### config.mk
export PLATFORM = sky130hd
export DESIGN_NAME = sonar_ranging_scheduler
export DESIGN_NICKNAME = d
export VERILOG_FILES = /design/src/rtl/sonar_ranging_scheduler.sv
export SDC_FILE = /design/constraint.sdc
export NUM_CORES = 1
export LEC_CHECK = 0
export ABC_CLOCK_PERIOD_IN_PS = 5700
export CAP_MARGIN = 0
export CELL_PAD_IN_SITES_DETAIL_PLACEMENT = 1
export CELL_PAD_IN_SITES_GLOBAL_PLACEMENT = 1
export CORE_UTILIZATION = 45
export DETAILED_ROUTE_END_ITERATION = 8
export GPL_TIMING_DRIVEN = 1
export PLACE_DENSITY_LB_ADDON = 0.08
export REMOVE_ABC_BUFFERS = 1
export SYNTH_ARGS = -nofsm -noshare
export SYNTH_HDL_FRONTEND = slang
export SYNTH_SLANG_ARGS = --single-unit
### constraint.sdc
create_clock -name clk -period 5.7 [get_ports clk]
set_clock_uncertainty 0.2 [all_clocks]
set_input_delay 0.57 -clock clk [delete_from_list [all_inputs] [get_ports clk]]
set_output_delay 0.57 -clock clk [all_outputs]
set_load 0.01 [all_outputs]
### src/rtl/sonar_ranging_scheduler.sv
// Round-robin HC-SR04 ranging scheduler: fires one sensor per slot, measures the
// echo width in microseconds with rise/width timeouts, and posts one tagged result per slot.

module sonar_echo_sync (
    input  logic clk,
    input  logic reset,
    input  logic d_i,
    output logic q_o
);
    logic [1:0] sync_q;

    always_ff @(posedge clk or posedge reset) begin
        if (reset) sync_q <= '0;
        else       sync_q <= {sync_q[0], d_i};
    end

    assign q_o = sync_q[1];
endmodule

module sonar_ranging_scheduler #(
    parameter int N_SENSORS    = 4,
    parameter int TICKS_PER_US = 40,
    parameter int TRIG_US      = 20,
    parameter int SLOT_US      = 60000,
    parameter int RISE_US      = 1000,
    parameter int MAX_US       = 4000,
    localparam int SW          = (N_SENSORS > 1) ? $clog2(N_SENSORS) : 1
) (
    input  logic                 clk,
    input  logic                 reset,
    input  logic                 enable_i,
    input  logic [N_SENSORS-1:0] echo_i,
    output logic [N_SENSORS-1:0] trig_o,
    output logic [11:0]          result_o,
    output logic [SW-1:0]        result_id_o,
    output logic                 result_timeout_o,
    output logic                 result_valid_o,
    output logic                 busy_o
);
    localparam int PW  = (TICKS_PER_US > 1) ? $clog2(TICKS_PER_US) : 1;
    localparam int SLW = $clog2(SLOT_US + 1);
    localparam int CW  = 12;

    localparam logic [2:0] S_IDLE    = 3'd0;
    localparam logic [2:0] S_TRIG    = 3'd1;
    localparam logic [2:0] S_WAIT    = 3'd2;
    localparam logic [2:0] S_MEASURE = 3'd3;
    localparam logic [2:0] S_HOLDOFF = 3'd4;

    typedef struct packed {
        logic [CW-1:0] width;
        logic [SW-1:0] id;
        logic          timeout;
    } res_t;

    logic [N_SENSORS-1:0] echo_s;
    logic [2:0]           state_q, state_d;
    logic [SW-1:0]        idx_q, idx_d;
    logic [PW-1:0]        pre_q, pre_d;
    logic [SLW-1:0]       slot_q, slot_d;
    logic [CW-1:0]        cnt_q, cnt_d;
    res_t                 res_q, res_d;
    logic                 valid_q, valid_d;
    logic [N_SENSORS-1:0] trig_q, trig_d;
    logic                 busy_q, busy_d;
    logic                 tick;
    logic                 echo_sel;
    logic [SW-1:0]        idx_next;

    for (genvar i = 0; i < N_SENSORS; i++) begin : g_sync
        sonar_echo_sync u_sync (
            .clk   (clk),
            .reset (reset),
            .d_i   (echo_i[i]),
            .q_o   (echo_s[i])
        );
    end

    assign tick     = (pre_q == PW'(TICKS_PER_US - 1));
    assign echo_sel = echo_s[idx_q];
    assign idx_next = (idx_q == SW'(N_SENSORS - 1)) ? '0 : idx_q + SW'(1);

    always_comb begin
        state_d = state_q;
        idx_d   = idx_q;
        pre_d   = tick ? '0 : pre_q + PW'(1);
        slot_d  = (tick && state_q != S_IDLE) ? slot_q + SLW'(1) : slot_q;
        cnt_d   = cnt_q;
        res_d   = res_q;
        valid_d = 1'b0;

        case (state_q)
            S_IDLE: begin
                if (enable_i) begin
                    state_d = S_TRIG;
                    pre_d   = '0;
                    slot_d  = '0;
                end
            end
            S_TRIG: begin
                if (!enable_i) begin
                    state_d = S_IDLE;
                end else if (tick && slot_q == SLW'(TRIG_US - 1)) begin
                    state_d = S_WAIT;
                    cnt_d   = '0;
                end
            end
            S_WAIT: begin
                if (!enable_i) begin
                    state_d = S_IDLE;
                end else if (echo_sel) begin
                    state_d = S_MEASURE;
                    cnt_d   = '0;
                end else if (tick) begin
                    if (cnt_q == CW'(RISE_US - 1)) begin
                        state_d = S_HOLDOFF;
                        res_d   = '{width: CW'(MAX_US), id: idx_q, timeout: 1'b1};
                        valid_d = 1'b1;
                    end else begin
                        cnt_d = cnt_q + CW'(1);
                    end
                end
            end
            S_MEASURE: begin
                if (!enable_i) begin
                    state_d = S_IDLE;
                end else if (!echo_sel) begin
                    state_d = S_HOLDOFF;
                    res_d   = '{width: cnt_q, id: idx_q, timeout: 1'b0};
                    valid_d = 1'b1;
                end else if (tick) begin
                    // Saturate on the tick that would make the width MAX_US; no wrap possible.
                    if (cnt_q == CW'(MAX_US - 1)) begin
                        state_d = S_HOLDOFF;
                        res_d   = '{width: CW'(MAX_US), id: idx_q, timeout: 1'b1};
                        valid_d = 1'b1;
                    end else begin
                        cnt_d = cnt_q + CW'(1);
                    end
                end
            end
            S_HOLDOFF: begin
                if (tick && slot_q == SLW'(SLOT_US - 1)) begin
                    idx_d = idx_next;
                    if (enable_i) begin
                        state_d = S_TRIG;
                        slot_d  = '0;
                    end else begin
                        state_d = S_IDLE;
                    end
                end
            end
            default: state_d = S_IDLE;
        endcase

        // Trigger pins are registered off the next state so they never glitch.
        for (int i = 0; i < N_SENSORS; i++) begin
            trig_d[i] = (state_d == S_TRIG) && (idx_d == SW'(i));
        end
        busy_d = (state_d != S_IDLE);
    end

    always_ff @(posedge clk or posedge reset) begin
        if (reset) begin
            state_q <= S_IDLE;
            idx_q   <= '0;
            pre_q   <= '0;
            slot_q  <= '0;
            cnt_q   <= '0;
            res_q   <= '0;
            valid_q <= 1'b0;
            trig_q  <= '0;
            busy_q  <= 1'b0;
        end else begin
            state_q <= state_d;
            idx_q   <= idx_d;
            pre_q   <= pre_d;
            slot_q  <= slot_d;
            cnt_q   <= cnt_d;
            res_q   <= res_d;
            valid_q <= valid_d;
            trig_q  <= trig_d;
            busy_q  <= busy_d;
        end
    end

    assign trig_o           = trig_q;
    assign result_o         = res_q.width;
    assign result_id_o      = res_q.id;
    assign result_timeout_o = res_q.timeout;
    assign result_valid_o   = valid_q;
    assign busy_o           = busy_q;
endmodule

==> impl_results.md, run 1 <==
* Largest family of logic cells by synthesized area: simple AND/OR/NAND/NOR gates
* Yosys top cell area share at 53.2%
* Die Area at 0.00744 mm2
* RSZ-0062 raised after global routing: false
* Final ANT Viol Nets at 0
* DRC Markers at 0
* Number of synthesized register bits at 68
* Final setup violation count at 0
* Tot GR Track Use at 20.8%
* Top cells by area, synth: dfrtp_1, nor2_1, xor2_1
* Post-synthesis compound-gate area fraction at 13.2%
* DR iter-0 viols at 116
* Post-synthesis xor/xnor area fraction at 4.93%
* Placer Congestion at 0.816
* Avg Vias per Cell at 5.48
* Setup CP Type: flop to flop
* Total power after layout at 855 uW
* Post-DR wirelength/cell at 15.7 um
* Leak Pwr at 1.62 nW
* Req. time, crit path at 5700 ps
* Worst path arrival time at 3210 ps
* Asr flop ratio synth at 100%
* Buffers added on ports at 27
* Worst min-delay path class: flop to flop
* Cts bufs inserted at 9
* Avg Inst Size Synth at 10.5 um2
* Synthesized area at 0.00320 mm2
* H-tree Lvls at 3
* Final TNS setup at 0 ps
* Ports at 28
* Dominant register cell in the synthesized netlist: dfrtp_1
* Post-synth EDFFs at 0
* Root Driver: clkbuf_8
* Max_slew headroom at 40.9%
* Synth warn at 0
* Final period util at 56.2%
* Leading area contributor after synthesis: dfrtp_1
* Die H at 86.3 um
* Endpoints failing hold at 0
* Clk Latency, worst-skew pair at 340 ps
* Rows at 30
* Final #Nets at 345
* Die Wd at 86.3 um
* TritonCTS clock tree: built
* Starting Density at 46.8%
* Worst ir drop on vdd at 0.145 mV
* Post-Synth Adder-Cell Area at 1.57%
* Post-synthesis simple-gate area fraction at 21.6%
* CP endpoint kind: flop
* Max-Cap Viols at 0
* Worst-path clk slew at 70 ps
* CP Launch Type: flop
* First-pass GRT wire length at 11800 um
* Initial antenna violation count at 0
* Mux contribution to synthesized area at 2.43%
* Vias in the first global route at 2411
* Remaining global-route overflow at 0
* Cell area after layout at 0.00372 mm2
* P per Cell Area at 230 mW/mm2
* Syn Inst Count at 305
* Share of post-route cells with drive strength above 1 at 11.2%
* Clock Sink Count at 68
* Detailed Place HPWL at 4840 um
* Hold buffers post-CTS at 0
* Clk buf depth at 2
* Number of diodes at 0
* Vias at 2384
* Largest net degree at the start of global routing at 69
* Synthesis-to-finish area growth at 16.6%
* Worst hold slack at 161 ps
* Sequential element share of the synthesized area at 53.2%
* Post-CTS Setup Bufs at 0
* TritonRoute pass-1 iters at 4
* Highest Clock Rate at 312 MHz
* Distinct cell type count after synthesis at 50
* Core footprint at 0.00683 mm2
* Post-CTS sizing at 0
* Min cycle time layout at 3210 ps
* Worst slew pin tran at 880 ps
* Post-route insts no fill at 435
* Max-slew violation count at 0
* Status: complete, no violations
* CP Max Fanout at 16
* Inst Count DP at 419
* Drt total wl at 6850 um
* Post-DP Area at 0.00355 mm2
==> cells by family after synthesis <==
family	Yosys count
buf+inv	22
flops	68
simple gates	132
fa+ha+maj	4
xor+xnor	18
compound gates	56
mux	5
==> synthesized netlist by cell type (all sizes together) (4+ instances only) <==
cell type and n:
nand3 17, buf 4, nor2b 8, nor4 4, or4 7, nand4 5
o211ai 4, nor2 36, nand2 22, clkbuf 7, dfrtp 68, a22o 6
nor3 12, o31ai 8, and3 4, o21ai 17, xnor2 8, xor2 10
a21oi 6, o22a 6, inv 10, nand2b 4, ha 4, or3 4
==> cell type report <==
class	count	area, um2
Multi-Input combinational cell	215	1400
Fill cell	776	3110
Tap cell	96	120
Timing Repair Buffer	29	285
Clock inverter	4	23.8
Sequential cell	68	1700
Inverter	11	41.3
Clock buffer	12	155
==> routing by layer <==
layer  share of wire (%)  track usage (%)
met5                   0                0
met1                  51             29.2
met2                  45             31.5
met3                 2.7             3.90
met4                 1.9             9.09
==> through the flow <==
step | util (%) | setup slack [ps]
3_3_place_gp | 51.9 | 2570
2_1_floorplan | - | 2930
4_1_cts | 54.5 | 2460
5_1_grt | 54.5 | 2260
3_5_place_dp | 51.9 | 2540
6_report | 54.5 | 2490
==> report_power, final <==
group	internal [mW]	switching [mW]	leakage (nW)
logic	0.00489	0.0114	0.626
clock network	0.180	0.173	0.0961
registers	0.485	0.000762	0.901
==> flip-flops by register name (all words and copies together), names as in the netlist <==
name                  flops
busy_o                    1
trig_o                    4
g_sync.u_sync.sync_q      8
pre_q                     6
slot_q                   16
idx_q                     2
result_timeout_o          1
result_valid_o            1
result_id_o               2
result_o                 12
state_q                   3
cnt_q                    12
==> path summary, 6_finish.rpt <==
path,endpoint,from,slack (ps),depth (start not counted)
worst min register to register,g_sync[1].u_sync.sync_q[1],g_sync[1].u_sync.sync_q[0],160,0
max in group asynchronous,g_sync[2].u_sync.sync_q[0],reset,4150,3
worst min-delay path,g_sync[1].u_sync.sync_q[1],g_sync[1].u_sync.sync_q[0],160,0
worst max register to register,cnt_q[2],cnt_q[0],2490,7
min in group asynchronous,idx_q[0],reset,610,3
worst max-delay path,cnt_q[2],cnt_q[0],2490,7
==> worst max-delay path: stages (launching register included) <==
cell,delay [ps]
dfrtp_1,430
ha_1,290
or4b_2,600
nor4_1,380
o211ai_1,160
nand4b_2,290
or2_0,540
o21ai_0,180
==> cell usage in the layout, fill, tap and decap left out, drive strengths merged, types with 10 or more instances in the layout <==
master and instances:
dfrtp 68, nor2 36, clkdlybuf4s50 27, nand2 22, nand3 17, o21ai 17
nor3 12, clkbuf 12, xor2 10, inv 10
(Power assumes the default switching activity.)
==> run 2: changes to the inputs <==
--- a/config.mk
+++ b/config.mk
@@ -5,7 +5,7 @@
 export SDC_FILE = /design/constraint.sdc
 export NUM_CORES = 1
 export LEC_CHECK = 0
-export ABC_CLOCK_PERIOD_IN_PS = 5700
+export ABC_CLOCK_PERIOD_IN_PS = 3100
 export CAP_MARGIN = 0
 export CELL_PAD_IN_SITES_DETAIL_PLACEMENT = 1
 export CELL_PAD_IN_SITES_GLOBAL_PLACEMENT = 1
==> constraint.sdc (replaced) <==
create_clock -name clk -period 3.1 [get_ports clk]
set_clock_uncertainty 0.2 [all_clocks]
set_input_delay 0.31 -clock clk [delete_from_list [all_inputs] [get_ports clk]]
set_output_delay 0.31 -clock clk [all_outputs]
set_load 0.01 [all_outputs]
==> run 2 against run 1 <==
  * Die area unchanged
  * Cell count up 1.8%
  * Count of clock-buffer cells in the layout shrank 1
  * Critical path type unchanged
  * Maximum frequency increased by 9.1%
  * Clock power is 110% higher
  * Design area up 2.9%
==> impl_results.md, run 2 (synthesis results as in run 1) <==
* Clk Latency, worst-skew pair at 340 ps
* Max_slew headroom at 57.2%
* Max-Cap Viols at 0
* Worst min-delay path class: flop to flop
* Hold buffers post-CTS at 0
* Final #Nets at 353
* Cts bufs inserted at 9
* Worst-path clk slew at 70 ps
* Largest net degree at the start of global routing at 42
* Post-DR wirelength/cell at 16.5 um
* CP Launch Type: flop
* Req. time, crit path at 3130 ps
* Pre-CTS WS at 158 ps
* Placer Congestion at 0.816
* Drt total wl at 7310 um
* Worst slew pin tran at 642 ps
* P per Cell Area at 434 mW/mm2
* Status: complete, no violations
* Setup CP Type: flop to flop
* Core footprint at 0.00683 mm2
* Post-CTS sizing at 0
* Remaining global-route overflow at 0
* Clk buf depth at 2
* Post-route insts no fill at 443
* GRT met2 Usage at 33.0%
* Number of diodes at 0
* Starting Density at 46.8%
* Final Worst Setup Slack at 163 ps
* Total power after layout at 1.66 mW
* Synthesis-to-finish area growth at 19.9%
* Post-CTS Setup Bufs at 0
* Share of post-route cells with drive strength above 1 at 13.8%
* DRC Markers at 0
* Flop-to-flop setup slack at 160 ps
* Grt met1 use at 31.6%
* Max-slew violation count at 0
* DR iter-0 viols at 123
* Tot GR Track Use at 22.0%
* Buffers added on ports at 27
* Final setup violation count at 0
* Fin util at 56.1%
* Largest register by flop count: slot_q
* Worst path arrival time at 2970 ps
* Fill cells at 781
* First-pass GRT wire length at 12400 um
* Vias at 2458
* Avg Vias per Cell at 5.55
* Inst Count DP at 427
* Multi-input logic area at 0.00141 mm2
* Die Area at 0.00744 mm2
* Detailed Place HPWL at 5290 um
* Die Wd at 86.3 um
* CP endpoint kind: flop
* Endpoints failing hold at 0
* Root Driver: clkbuf_8
* H-tree Lvls at 3
* Vias in the first global route at 2421
* Most frequent cells in the layout: dfrtp_1, nor2_1, clkdlybuf4s50_1, nand2_1, nand3_1
* Final ANT Viol Nets at 0
* Most common cell after layout, fill and taps aside: dfrtp_1
* Min cycle time layout at 2940 ps
* Highest Clock Rate at 340 MHz
* TritonRoute pass-1 iters at 4
* Initial antenna violation count at 0
* Grt met3 use at 3.43%
* RSZ-0062 raised after global routing: false
* Post-DP Area at 0.00362 mm2
* Ports at 28
* Flip-flop and latch area at 0.00170 mm2
* CP Max Fanout at 9
* Global route hottest layer: met2
* Worst ir drop on vdd at 0.247 mV
* Die H at 86.3 um
* Final period util at 94.7%
* Final TNS setup at 0 ps
* Worst hold slack at 152 ps
* Clock Sink Count at 68
* Leak Pwr at 1.68 nW
* Max reg flops at 16
* Cell area after layout at 0.00383 mm2
* TritonCTS clock tree: built
* Rows at 30
==> run 2: cell types whose count changed in the layout (fill, tap and decap cells not counted) <==
cell	delta
nand3_2	-1
clkbuf_1	-1
clkinv_1	-1
buf_12	+1
clkinv_2	+1
buf_4	+7
nand3_4	+1
bufinv_16	+1
clkinvlp_4	+1
clkinv_4	-1
==> run 2: cell type report <==
| type | count | area share (%) |
|---|---|---|
| clock buffers | 11 | 3.95 |
| clock inverters | 5 | 1.31 |
| flip-flops and latches | 68 | 44.4 |
| inverters | 11 | 1.18 |
| well taps | 96 | 3.14 |
| repair buffers | 37 | 9.34 |
| multi-input cells | 215 | 36.7 |
==> run 2: layer usage <==
metal | wire [um] | vias to the layer above
met5 | 0 | -
met4 | 126 | 0
met3 | 215 | 12
met2 | 3320 | 42
met1 | 3650 | 1237
li1 | - | 1167
==> run 2: path summary, 6_finish.rpt <==
path                                            startpoint                         end  cells after the start
worst min register to register  g_sync[2].u_sync.sync_q[0]  g_sync[2].u_sync.sync_q[1]                      0
worst max register to register                   slot_q[8]                   cnt_q[11]                      6
worst min-delay path            g_sync[2].u_sync.sync_q[0]  g_sync[2].u_sync.sync_q[1]                      0
max in group asynchronous                            reset  g_sync[1].u_sync.sync_q[1]                      3
min in group asynchronous                            reset                  state_q[0]                      2
worst max-delay path                             slot_q[8]                   cnt_q[11]                      6
==> run 2: worst max-delay path, stage by stage (launching register included) <==
cell and delay [ps]:
dfrtp_1 430, or4_1 560, or4_4 470, o211ai_2 200
nand4b_2 120, or2_0 460, o41ai_2 380
==> run 2: report_power, final <==
| group | total, mW | switching, mW | leakage (nW) | internal (mW) |
|---|---|---|---|---|
| registers | 0.894 | 0.00209 | 0.901 | 0.892 |
| logic | 0.0325 | 0.0218 | 0.666 | 0.0107 |
| clock network | 0.738 | 0.328 | 0.109 | 0.410 |
==> run 3: changes to the inputs <==
--- a/config.mk
+++ b/config.mk
@@ -9,6 +9,7 @@
 export CAP_MARGIN = 0
 export CELL_PAD_IN_SITES_DETAIL_PLACEMENT = 1
 export CELL_PAD_IN_SITES_GLOBAL_PLACEMENT = 1
+export CORE_MARGIN = 2
 export CORE_UTILIZATION = 45
 export DETAILED_ROUTE_END_ITERATION = 8
 export GPL_TIMING_DRIVEN = 1
==> run 3 against run 2 <==
  * Clock power increased by 11%
  * Cell count up 0.23%
  * Maximum frequency is 0.11% higher
  * Sequential power about the same
  * First-iteration DRC count shrank 23%
  * Count of clock-buffer cells in the layout fell by 1
  * Hold slack about the same
  * Via count decreased by 1.1%
  * Global-route usage decreased by 0.80 points
==> impl_results.md, run 3 (synthesis results as in run 1) <==
* Leak Pwr at 1.68 nW
* Worst setup startpoint: slot_q[8]
* Max_slew headroom at 58.7%
* Max-slew violation count at 0
* Largest register by flop count: slot_q
* Hold path startpoint: g_sync[1].u_sync.sync_q[0]
* Initial antenna violation count at 0
* Vias in the first global route at 2471
* DRC Markers at 0
* Final TNS setup at 0 ps
* Vias at 2431
* Buffers added on ports at 27
* Worst slew pin tran at 618 ps
* Max-Cap Viols at 0
* TritonRoute pass-1 iters at 4
* Pre-CTS WS at 154 ps
* Setup CP Type: flop to flop
* Avg Vias per Cell at 5.48
* Hold buffers post-CTS at 0
* Hold path depth at 0
* Clk Latency, worst-skew pair at 350 ps
* DR iter-0 viols at 95
* Largest net degree at the start of global routing at 41
* Worst hold slack at 153 ps
* Crit Reg-Reg Startpoint: slot_q[8]
* Critical Path Stages at 5
* Die Wd at 88.3 um
* P per Cell Area at 452 mW/mm2
* Highest Clock Rate at 341 MHz
* Clk buf depth at 2
* Tot GR Track Use at 21.2%
* Worst path most repeated cell: or4_4
* Root Driver: clkbuf_8
* Critical path capture point: slot_q[15]
* Synthesis-to-finish area growth at 21.0%
* Number of diodes at 0
* Max reg flops at 16
* Starting Density at 46.8%
* Final Worst Setup Slack at 166 ps
* TritonCTS clock tree: built
* Worst path arrival time at 2940 ps
* Slowest-stage cell, CP: or4_4
* Placer Congestion at 0.821
* Die H at 88.3 um
* Share of post-route cells with drive strength above 1 at 14.4%
* Status: complete, no violations
* Final setup violation count at 0
* Req. time, crit path at 3110 ps
* First-pass GRT wire length at 12500 um
* Multi-input logic area at 0.00141 mm2
* Final #Nets at 354
* RSZ-0062 raised after global routing: false
* Clock Sink Count at 68
* Worst-path clk slew at 80 ps
* Post-DR wirelength/cell at 16.6 um
* Min cycle time layout at 2930 ps
* H-tree Lvls at 3
* Most frequent cells in the layout: dfrtp_1, nor2_1, clkdlybuf4s50_1, nand2_1, nand3_1
* Worst reg2reg endpoint: slot_q[15]
* CP endpoint kind: flop
* Post-CTS Setup Bufs at 0
* CP max stage delay at 600 ps
* Fill cells at 782
* Drt total wl at 7390 um
* Most common cell after layout, fill and taps aside: dfrtp_1
* Die Area at 0.00779 mm2
* Worst path top cell family by delay: simple AND/OR/NAND/NOR gates
* Cts bufs inserted at 9
* CP bufs+invs at 0
* Total power after layout at 1.75 mW
* Detailed Place HPWL at 5220 um
* Final ANT Viol Nets at 0
* CP cell instances: or4_1 -> or4_4 -> or4_4 -> a21oi_4 -> nor2_1
* Ports at 28
* Flip-flop and latch area at 0.00170 mm2
* CP Launch Type: flop
* Endpoints failing hold at 0
* Final period util at 94.6%
* R2R depth at 5
* Worst ir drop on vdd at 0.364 mV
* Rows at 30
* Remaining global-route overflow at 0
* Flop-to-flop setup slack at 170 ps
* CP Max Fanout at 16
* Core footprint at 0.00683 mm2
* Worst min-delay path class: flop to flop
-- run 3: layout make-up --
cell class | count | share of cell area, %
clock buffer | 10 | 3.56
clock inverter | 6 | 2.23
inverter | 11 | 1.16
multi-input combinational | 215 | 36.5
sequential | 68 | 44.0
tap | 96 | 3.11
timing repair buffer | 38 | 9.45
-- run 3: how the worst min path moves through the flow --
stage / endpoint
global route: g_sync[3].u_sync.sync_q[1]
CTS: g_sync[1].u_sync.sync_q[1]
floorplan: g_sync[0].u_sync.sync_q[1]
finish: g_sync[1].u_sync.sync_q[1]
detailed placement: g_sync[1].u_sync.sync_q[1]
global placement: g_sync[2].u_sync.sync_q[1]
-- run 3: power breakdown --
part	switching (mW)	internal, mW	total, mW
clock network	0.347	0.475	0.821
registers	0.00129	0.892	0.893
logic	0.0218	0.0107	0.0325
-- run 3: what timing repair did --
action | 4_1_cts | 5_1_grt
endpoints found under the hold margin | 0 | 0
setup endpoints to repair | 0 | 10
gates resized for setup | 0 | 3
-- run 3: worst register-to-register path, delay by kind of cell, from the launching register on --
kind | cells | cell delay, ps
and+or+nand+nor | 4 | 1730
DFF | 1 | 440
AOI/OAI and AO/OA | 1 | 420
-- run 3: per-stage QoR --
stage / std cells / instance area, um2 / utilization (%)
final: 444 / 3870 / 56.6
after global routing: 444 / 3870 / 56.6
after CTS: 444 / 3850 / 56.4
after detailed placement: 428 / 3630 / 53.1
after global placement: 428 / 3630 / 53.1
after floorplan: 294 / 3140 / -
-- run 3: metal layers --
layer,wire (um),GRT usage (%),up-vias
met5,0,0,-
met4,131,7.44,0
met3,243,4.76,10
met2,3240,31.0,40
met1,3780,31.1,1216
li1,-,-,1165
